===== src/rtl/vga_timing_gen.sv =====
// rtl/vga_timing_gen.sv - parametrised VGA raster timing generator with signed coordinates
module vga_timing_gen #(
    parameter int CORDW    = 16,
    parameter int H_ACTIVE = 640,
    parameter int H_FP     = 16,
    parameter int H_SYNC   = 96,
    parameter int H_BP     = 48,
    parameter int V_ACTIVE = 480,
    parameter int V_FP     = 10,
    parameter int V_SYNC   = 2,
    parameter int V_BP     = 33,
    parameter int H_POL    = 0,
    parameter int V_POL    = 0,
    parameter int CLK_DIV  = 1,
    parameter int FCW      = 16
) (
    input  logic                    clk,
    input  logic                    rst_n,
    input  logic                    enb,
    output logic                    pix_tick,
    output logic signed [CORDW-1:0] x,
    output logic signed [CORDW-1:0] y,
    output logic                    hsync,
    output logic                    vsync,
    output logic                    de,
    output logic                    line_start,
    output logic                    frame_start,
    output logic [FCW-1:0]          frame_cnt
);

    // Blanking lives at negative coordinates: front porch, sync, back porch, then x/y = 0.
    localparam logic signed [CORDW-1:0] H_STA  = CORDW'(-(H_FP + H_SYNC + H_BP));
    localparam logic signed [CORDW-1:0] H_END  = CORDW'(H_ACTIVE - 1);
    localparam logic signed [CORDW-1:0] HS_BEG = CORDW'(-(H_SYNC + H_BP));
    localparam logic signed [CORDW-1:0] HS_FIN = CORDW'(-H_BP - 1);
    localparam logic signed [CORDW-1:0] V_STA  = CORDW'(-(V_FP + V_SYNC + V_BP));
    localparam logic signed [CORDW-1:0] V_END  = CORDW'(V_ACTIVE - 1);
    localparam logic signed [CORDW-1:0] VS_BEG = CORDW'(-(V_SYNC + V_BP));
    localparam logic signed [CORDW-1:0] VS_FIN = CORDW'(-V_BP - 1);
    localparam logic signed [CORDW-1:0] ONE    = CORDW'(1);
    localparam logic signed [CORDW-1:0] ZERO   = CORDW'(0);

    localparam logic HS_ON  = (H_POL != 0);
    localparam logic VS_ON  = (V_POL != 0);

    localparam int              DIVW     = (CLK_DIV > 1) ? $clog2(CLK_DIV) : 1;
    localparam logic [DIVW-1:0] DIV_LAST = DIVW'(CLK_DIV - 1);

    logic [DIVW-1:0]         div_cnt;
    logic                    tick;
    logic signed [CORDW-1:0] x_nxt;
    logic signed [CORDW-1:0] y_nxt;
    logic                    in_hs;
    logic                    in_vs;
    logic                    active_nxt;
    logic                    line_nxt;
    logic                    frame_nxt;

    // Outputs are decoded from the next-state counters so they line up with x/y.
    always_comb begin
        tick  = enb && (div_cnt == DIV_LAST);
        x_nxt = x + ONE;
        y_nxt = y;
        if (x == H_END) begin
            x_nxt = H_STA;
            y_nxt = (y == V_END) ? V_STA : y + ONE;
        end
        in_hs      = (x_nxt >= HS_BEG) && (x_nxt <= HS_FIN);
        in_vs      = (y_nxt >= VS_BEG) && (y_nxt <= VS_FIN);
        active_nxt = !x_nxt[CORDW-1] && !y_nxt[CORDW-1];
        line_nxt   = (x_nxt == ZERO) && !y_nxt[CORDW-1];
        frame_nxt  = (x_nxt == ZERO) && (y_nxt == ZERO);
    end

    always_ff @(posedge clk) begin
        if (!rst_n) begin
            div_cnt     <= '0;
            x           <= H_STA;
            y           <= V_STA;
            hsync       <= ~HS_ON;
            vsync       <= ~VS_ON;
            de          <= 1'b0;
            line_start  <= 1'b0;
            frame_start <= 1'b0;
            pix_tick    <= 1'b0;
            frame_cnt   <= '0;
        end else begin
            pix_tick    <= tick;
            line_start  <= 1'b0;
            frame_start <= 1'b0;
            // A low enb freezes the divider mid-count so resuming finishes the partial pixel.
            if (enb) begin
                div_cnt <= tick ? '0 : div_cnt + 1'b1;
            end
            if (tick) begin
                x           <= x_nxt;
                y           <= y_nxt;
                hsync       <= in_hs ? HS_ON : ~HS_ON;
                vsync       <= in_vs ? VS_ON : ~VS_ON;
                de          <= active_nxt;
                line_start  <= line_nxt;
                frame_start <= frame_nxt;
                if (frame_nxt) begin
                    frame_cnt <= frame_cnt + 1'b1;
                end
            end
        end
    end

endmodule


===== config.mk =====
export PLATFORM = sky130hd
export DESIGN_NAME = vga_timing_gen
export DESIGN_NICKNAME = d
export VERILOG_FILES = /design/src/rtl/vga_timing_gen.sv
export SDC_FILE = /design/constraint.sdc
export NUM_CORES = 1
export LEC_CHECK = 0
export CORE_UTILIZATION = 55
export DETAILED_ROUTE_END_ITERATION = 7
export PLACE_DENSITY = 0.8
export SETUP_SLACK_MARGIN = 0.05
export SYNTH_ARGS = -nofsm -noshare
export SYNTH_HDL_FRONTEND = slang
export SYNTH_SLANG_ARGS = --single-unit

===== constraint.sdc =====
create_clock -name clk -period 8.18 [get_ports clk]
set_input_delay 1.636 -clock clk [delete_from_list [all_inputs] [get_ports clk]]
set_output_delay 1.636 -clock clk [all_outputs]
set_load 0.01 [all_outputs]

**Word-level counts from Yosys, hierarchy flattened**

Index checks and enable logic that the tools add are counted.

- Add/sub/neg operators: 4
- $mul: 0
- Divide/modulo/power cells: 0
- Order comparisons: 4
- Equality and inequality tests: 2
- Shift operators: 0
- Mux-type cells: 6
- Bitwise logic cells: 1
- Reduce and logical (&&, ||, !) cells: 12

Operators by type and width:

| operator | number |
|---|---|
| 16-bit 2-to-1 mux | 3 |
| 16-bit by 2-bit adder with 16-bit output, second input constant | 2 |
| 16-bit by 7-bit <= comparator with 1-bit output, second input constant | 2 |
| 16-bit zero test | 2 |
| 16-bit by 1-bit adder with 16-bit output, second input constant | 1 |
| 16-bit by 10-bit equality test with 1-bit output, second input constant | 1 |
| 16-bit by 11-bit equality test with 1-bit output, second input constant | 1 |
| 16-bit by 7-bit >= comparator with 1-bit output, second input constant | 1 |
| 16-bit by 9-bit >= comparator with 1-bit output, second input constant | 1 |
| 1-bit logical AND | 6 |
| 2-bit AND reduction | 2 |
| 1-bit 2-to-1 mux | 3 |
| 1-bit zero test | 2 |
| 1-bit adder, second input constant | 1 |
| 1-bit NOT | 1 |

- Bits in registers: 55
- Latch bits: 0
- Memory bits (writable): 0
- ROM bits: 0
- Input bits: 3
- Output and inout port bits: 54
- Logic and storage cells: 39
- Memories: 0

**Depth between registers and ports, before layout**

Gate-level depths: netlist of run 1.

- Depth after elaboration: 6
- Mapped depth: 12
- Depth with buffers taken out: 8

**Worst setup path before layout of run 1**

No wires, ideal clock.

- Path kind: reg-to-reg
- From: register y[1]
- To: register frame_cnt[10]
- Setup time: 0.072 ns
- Data arrival time: 3.094 ns
- Path slack: 5.015 ns
- Stages on the path, launching flop included: 11
- Path buffers: 2
- Clock period less this slack: 3.165 ns
- Cells stage by stage: dfxtp_1 > ha_1 > nand3_1 > clkbuf_1 > or4_1 > or3_1 > a21oi_1 > nand4_1 > buf_2 > nor4_2 > mux2i_1

- Longest elaborated chain between the ends: 6
- Elaborated cells between the ends (all ways): 7
- Those cells by class: 1 x add/sub; 1 x eq/ne; 2 x mux; 3 x reduce/logical

RTL lines:

| element | RTL line | text |
|---|---|---|
| start, declared | 22 | `output logic signed [CORDW-1:0] y,` |
| start signal, assigned | 97 | `y <= y_nxt;` |
| 16-bit by 2-bit adder with 16-bit output or 16-bit by 10-bit equality test with 1-bit output (tied branches) | 66 | `y_nxt = (y == V_END) ? V_STA : y + ONE;` |
| 16-bit 2-to-1 mux | 66 |  |
| 16-bit 2-to-1 mux * | 64 | `if (x == H_END) begin` |
| 16-bit zero test * | 72 | `frame_nxt = (x_nxt == ZERO) && (y_nxt == ZERO);` |
| 1-bit logical AND * | 72 |  |
| 2-bit AND reduction (no line) * | n/a |  |
| end signal, assigned | 104 | `frame_cnt <= frame_cnt + 1'b1;` |
| end, declared | 28 | `output logic [FCW-1:0] frame_cnt` |

Mark *: on every way between the ends. The rest lies on a longest branch, timed or not.
A chain may end at the register's enable or synchronous reset.

**Worst setup path in the final report of run 1**

- From: register x[1]
- To: register frame_cnt[1]

- Longest elaborated chain between the ends: 5
- Elaborated cells between the ends (all ways): 8
- Those cells by class: 1 x add/sub; 1 x eq/ne; 2 x mux; 4 x reduce/logical

RTL lines:

| element | RTL line | text |
|---|---|---|
| start, declared | 21 | `output logic signed [CORDW-1:0] x,` |
| start signal, assigned | 96 | `x <= x_nxt;` |
| 16-bit by 2-bit adder with 16-bit output or 16-bit by 11-bit equality test with 1-bit output (tied branches) | 62, 64 |  |
| 16-bit 2-to-1 mux | 64 |  |
| 16-bit zero test | 72 |  |
| 1-bit logical AND * | 72 |  |
| 2-bit AND reduction (no line) * | n/a |  |

Marked as above.

==> results of run 1 <==
worst reg2reg max path, cell delays in order (launching register included):
cell,delay [ns]
dfxtp_1,0.51
ha_1,0.34
and3_1,0.36
nand4_1,0.73
or3_1,0.61
a21oi_1,0.29
nand4_1,0.80
nor4b_2,0.63
mux2i_1,0.23
metal layers:
| layer | global-route usage | vias to the layer above |
|---|---|---|
| met2 | 0.498 | 271 |
| li1 | - | 2038 |
| met3 | 0.0483 | 32 |
| met4 | 0.109 | 0 |
| met1 | 0.409 | 2014 |
| met5 | 0 | - |
state kept, by name (all words and copies together) (netlist names):
signal,flops
frame_start,1
de,1
hsync,1
vsync,1
div_cnt,1
x,16
frame_cnt,16
line_start,1
y,16
pix_tick,1
logic make-up (layout without fill, tap and decap cells):
family	Yosys count	count (layout)	share of synthesized area
flip-flops	55	55	0.275
buffers and inverters	55	74	0.0568
adder cells (fa/ha/maj)	5	5	0.0156
XOR/XNOR	10	10	0.0219
AND/OR/NAND/NOR	291	291	0.404
multiplexers	17	17	0.0425
AO/OA/AOI/OAI	107	107	0.184
power groups by stage:
stage | sequential (mW) | clock [mW] | combinational (mW)
2_1_floorplan | 0.284 | 0 | 0.0266
3_3_place_gp | 0.285 | 0 | 0.0412
3_5_place_dp | 0.286 | 0 | 0.0419
4_1_cts | 0.279 | 0.196 | 0.0422
5_1_grt | 0.281 | 0.208 | 0.0470
6_report | 0.280 | 0.194 | 0.0427
layout by cell type, fill, tap and decap left out, types with 15 or more instances in the layout:
cell type        Yosys  routed
mux2i_1             17      17
nand3_1             37      37
o21ai_0             27      27
nand4_1             27      27
dfxtp_1             55      55
nand2_1             78      78
a21oi_1             22      22
nand2b_1            16      16
nor2_1              37      37
nor4_1              15      15
clkdlybuf4s50_1      0      55
worst paths after layout:
| path | slack, ns | cells after the start | end | start |
|---|---|---|---|---|
| worst min-delay path | 0.48 | 2 | frame_cnt[15] | frame_cnt[15] |
| worst max-delay path | 3.62 | 8 | frame_cnt[1] | x[1] |
| worst max register to register | 3.62 | 8 | frame_cnt[1] | x[1] |
| worst min register to register | 0.48 | 2 | frame_cnt[15] | frame_cnt[15] |
layout make-up:
class / count / area (um2) / area share
clock inverter: 3 / 47.5 / 0.0103
timing repair buffer: 59 / 578 / 0.125
inverter: 7 / 26.3 / 0.00569
sequential: 55 / 1100 / 0.238
clock buffer: 5 / 68.8 / 0.0149
multi-input combinational: 430 / 2680 / 0.580
tap: 96 / 120 / 0.0260
==> flow_metrics.env, run 1 <==
export IMPL_worstSetupStartpointType="register"
export IMPL_path_delay_family="simple AND/OR/NAND/NOR gates"
export IMPL_gp_congestion=0.937
export IMPL_ys_ff_latch=55
export IMPL_worst_path_buf_inv=0
export IMPL_power_switching_share=0.260
export IMPL_cts_tree="yes"
export IMPL_core_area_um2=6910
export IMPL_synthArstFlopShare=0
export IMPL_path_class="reg -> reg"
export IMPL_first_pass_iters=5
export IMPL_dr_max_layer_used="met4"
export IMPL_critPathMaxFanout=20
export IMPL_cts_made_buffers=5
export IMPL_maxCapViolCount=0
export IMPL_htreeDepth=2
export IMPL_antenna_cells=0
export IMPL_setup_viol_count_final=0
export IMPL_io_pins=57
export IMPL_synth_commonest_cells="nand2_1 (78), dfxtp_1 (55), clkbuf_1 (37), nand3_1 (37), nor2_1 (37)"
export IMPL_m1WireLength_um=5020
export IMPL_drive_gt1_frac=0.0555
export IMPL_overflow=0
export IMPL_yosysMostFrequentCell="nand2_1"
export IMPL_p_seq_frac=0.542
export IMPL_slowest_stage="nand4_1"
export IMPL_cp_arrival_ns=4.82
export IMPL_cp_end_kind="register"
export IMPL_syn_area_um2=4010
export IMPL_wl_um=11600
export IMPL_synth_cell_types=70
export IMPL_power_share_combinational=0.083
export IMPL_critPathRequiredTime_ns=8.44
export IMPL_drt_iter0_drc=489
export IMPL_cts_sinks=55
export IMPL_synth_top_area_frac=0.275
export IMPL_slowest_delay_ns=0.80
export IMPL_setup_ws_ns=3.62
export IMPL_cpMostUsedCell="nand4_1"
export IMPL_hp_class="reg -> reg"
export IMPL_p_int_uw=382
export IMPL_ctsResizeCount=0
export IMPL_ctsLongestPathBuffers=2
export IMPL_setup_tns_ns=0
export IMPL_syn_avg_cell_area_um2=7.42
export IMPL_die_h_um=87.4
export IMPL_grtUsageTotal=0.306
export IMPL_status="finished clean"
export IMPL_fin_crit_ns=4.56
export IMPL_port_buffer_count=56
export IMPL_worst_pin_slew_ns=1.24
export IMPL_hold_slack_ns=0.484
export IMPL_drc=0
export IMPL_die_area_um2=7630
export IMPL_placed_area_um2=4500
export IMPL_area_growth_pct=15.3
export IMPL_nets=566
export IMPL_cts_setup_buffers=0
export IMPL_finalMaxSlewViolations=0
export IMPL_rows=30
export IMPL_wl_met2_um=5320
export IMPL_ant_nets=0
export IMPL_fin_crit_sh=0.558
export IMPL_initial_utilization=0.580
export IMPL_yosysWarnings=0
export IMPL_die_width_um=87.4
export IMPL_path_clk_slew_ns=0.11
export IMPL_grt_max_degree=70
export IMPL_antenna_found_initial=0
export IMPL_vias=4355
export IMPL_max_slew_margin=0.169
export IMPL_final_area_um2=4620
export IMPL_fin_total_pwr_uw=516
export IMPL_switching_power_uw=134
export IMPL_clock_power_share=0.375
export IMPL_fin_cells=655
export IMPL_wl_met3_um=990
export IMPL_rsz0062_at_grt="no"
export IMPL_vias_per_cell=6.65
export IMPL_synth_nets=548
export IMPL_p_leak_nw=1.57
export IMPL_cts_root_buf="clkbuf_8"
export IMPL_grt_pass1_vias=3839
export IMPL_cp_cell_sequence="ha_1 > and3_1 > nand4_1 > or3_1 > a21oi_1 > nand4_1 > nor4b_2 > mux2i_1"
export IMPL_ir_drop_mv=0.0872
export IMPL_max_freq_mhz=219
export IMPL_utilization=0.669
export IMPL_dp_slack_ns=3.73
export IMPL_skew_ns=0.00980
export IMPL_wire_per_inst_um=17.7
export IMPL_place_hpwl_um=8010
export IMPL_clkLatencyLatePin_ns=0.32
export IMPL_post_place_cells=647
export IMPL_synth_edff_count=0
export IMPL_synth_top_flop_cell="dfxtp_1"
export IMPL_fillCellCount=639
export IMPL_yosysSeqAreaShare=0.275
export IMPL_postCtsHoldBufs=0
export IMPL_synth_largest_area_cell="dfxtp_1"
export IMPL_hold_viol=0
export IMPL_grt_pass1_wl_um=18600
export IMPL_postSynthCellCount=540
export IMPL_power_density_nw_per_um2=112
export IMPL_synth_area_top_cells="dfxtp_1 (27%), nand2_1 (7.3%), nand3_1 (4.6%)"
Note: power is estimated with default switching activity, not from simulation.
==> inputs of run 2 (changes only) <==
--- a/config.mk
+++ b/config.mk
@@ -5,9 +5,9 @@
 export SDC_FILE = /design/constraint.sdc
 export NUM_CORES = 1
 export LEC_CHECK = 0
-export CORE_UTILIZATION = 55
+export CORE_UTILIZATION = 50
 export DETAILED_ROUTE_END_ITERATION = 7
-export PLACE_DENSITY = 0.8
+export PLACE_DENSITY = 0.77
 export SETUP_SLACK_MARGIN = 0.05
 export SYNTH_ARGS = -nofsm -noshare
 export SYNTH_HDL_FRONTEND = slang
==> constraint.sdc (replaced) <==
create_clock -name clk -period 3.9 [get_ports clk]
set_input_delay 0.78 -clock clk [delete_from_list [all_inputs] [get_ports clk]]
set_output_delay 0.78 -clock clk [all_outputs]
set_load 0.01 [all_outputs]
==> flow_metrics.env, run 2 (same netlist as run 1, synthesis figures left out) <==
export IMPL_finalMaxSlewViolations=0
export IMPL_critPathMaxFanout=15
export IMPL_dp_slack_ns=0.431
export IMPL_critPathRequiredTime_ns=4.15
export IMPL_wl_um=12100
export IMPL_utilization=0.609
export IMPL_rsz0062_at_grt="no"
export IMPL_hp_class="reg -> reg"
export IMPL_path_clk_slew_ns=0.10
export IMPL_grtUsageTotal=0.295
export IMPL_ir_drop_mv=0.153
export IMPL_core_area_um2=7730
export IMPL_r2r_setup_slack_ns=0.35
export IMPL_die_h_um=91.5
export IMPL_wire_per_inst_um=17.9
export IMPL_setup_tns_ns=0
export IMPL_gp_congestion=0.964
export IMPL_fin_crit_ns=3.55
export IMPL_r2r_cells=9
export IMPL_rows=32
export IMPL_cp_arrival_ns=3.79
export IMPL_initial_utilization=0.519
export IMPL_ant_nets=0
export IMPL_slowest_delay_ns=0.50
export IMPL_overflow=0
export IMPL_placed_area_um2=4620
export IMPL_ctsResizeCount=0
export IMPL_p_leak_nw=1.62
export IMPL_max_slew_margin=0.530
export IMPL_hold_end="de"
export IMPL_cts_sinks=55
export IMPL_antenna_cells=0
export IMPL_cts_root_buf="clkbuf_8"
export IMPL_place_hpwl_um=8320
export IMPL_die_width_um=91.5
export IMPL_cts_setup_buffers=0
export IMPL_max_freq_mhz=282
export IMPL_grt_pass1_vias=3885
export IMPL_hold_path_depth=2
export IMPL_use_met1=0.429
export IMPL_status="finished clean"
export IMPL_ctsLongestPathBuffers=2
export IMPL_layout_common_cells="nand2_1 (78), dfxtp_1 (55), clkdlybuf4s50_1 (55)"
export IMPL_worstSetupStartpointType="register"
export IMPL_vias=4400
export IMPL_reg_top3="frame_cnt x16, x x16, y x16"
export IMPL_top_usage_layer="met2"
export IMPL_first_pass_iters=5
export IMPL_port_buffer_count=56
export IMPL_fin_crit_sh=0.909
export IMPL_cts_tree="yes"
export IMPL_clkLatencyLatePin_ns=0.31
export IMPL_grtUsageMet2=0.443
export IMPL_final_area_um2=4710
export IMPL_path_class="reg -> reg"
export IMPL_maxCapViolCount=0
export IMPL_fin_total_pwr_mw=1.01
export IMPL_nets=581
export IMPL_antenna_found_initial=0
export IMPL_worst_pin_slew_ns=0.698
export IMPL_hold_viol=0
export IMPL_htreeDepth=2
export IMPL_drt_iter0_drc=523
export IMPL_slowest_stage="dfxtp_1"
export IMPL_grt_max_degree=69
export IMPL_setup_ws_ns=0.354
export IMPL_cp_cell_sequence="ha_1 > and3_1 > nand4_1 > buf_4 > a21o_1 > a2111oi_4 > nand3_2 > nor4b_2 > mux2i_1"
export IMPL_hp_start="de"
export IMPL_skew_ns=0.00624
export IMPL_cts_made_buffers=5
export IMPL_grt_pass1_wl_um=20200
export IMPL_area_growth_pct=17.5
export IMPL_worstReg2RegEnd="frame_cnt[0]"
export IMPL_cp_end_kind="register"
export IMPL_layout_commonest_cell="nand2_1"
export IMPL_io_pins=57
export IMPL_vias_per_cell=6.51
export IMPL_drc=0
export IMPL_met3_usage=0.0503
export IMPL_die_area_um2=8380
export IMPL_drive_gt1_frac=0.0767
export IMPL_power_density_nw_per_um2=214
export IMPL_setup_viol_count_final=0
export IMPL_r2r_start="x[0]"
export IMPL_postCtsHoldBufs=0
## run 2: cell types whose count changed in the layout (fill, tap and decap cells not counted)
cell       delta
buf_4        +15
clkinv_4      -1
clkbuf_1      +2
bufinv_16     -1
## run 2: report_power, final
group	total [mW]	internal, mW	switching [mW]
logic	0.0935	0.0397	0.0538
registers	0.585	0.569	0.0159
clock network	0.331	0.130	0.201
## run 2: layout make-up
class / instances / area (um2)
Sequential cell: 55 / 1100
Fill cell: 707 / 3020
Clock inverter: 1 / 8.76
Clock buffer: 7 / 76.3
Inverter: 7 / 26.3
Timing Repair Buffer: 74 / 691
Multi-Input combinational cell: 430 / 2680
Tap cell: 102 / 128
## run 2: worst max path at each step
stage               startpoint       endpoint  slack (ns)  depth (start not counted)
floorplan                 y[1]  frame_cnt[10]        0.73                         10
global placement          y[0]   frame_cnt[0]        0.50                          8
detailed placement        x[1]   frame_cnt[0]        0.43                          9
CTS                       x[1]   frame_cnt[0]        0.39                          9
global route              x[0]   frame_cnt[0]        0.09                          9
finish                    x[0]   frame_cnt[0]        0.35                          9
## run 2: routing by layer
| metal | wire, um | share of wire |
|---|---|---|
| met5 | 0 | 0 |
| met4 | 247 | 0.020 |
| met3 | 1080 | 0.089 |
| met2 | 5330 | 0.44 |
| met1 | 5430 | 0.45 |
## run 2: through the flow
stage | cells | hold WS [ns]
after floorplan | 540 | 0.483
after global placement | 668 | 0.461
after detailed placement | 668 | 0.461
after CTS | 676 | 0.484
after global routing | 676 | 0.513
final | 676 | 0.482
## run 2: critical path, delay by kind of cell, from the launching register on
family	cells	cell delay (ns)
flip-flops	1	0.50
adder cells (fa/ha/maj)	1	0.32
buffers and inverters	1	0.31
AO/OA/AOI/OAI	2	0.57
AND/OR/NAND/NOR	4	1.54
multiplexers	1	0.22
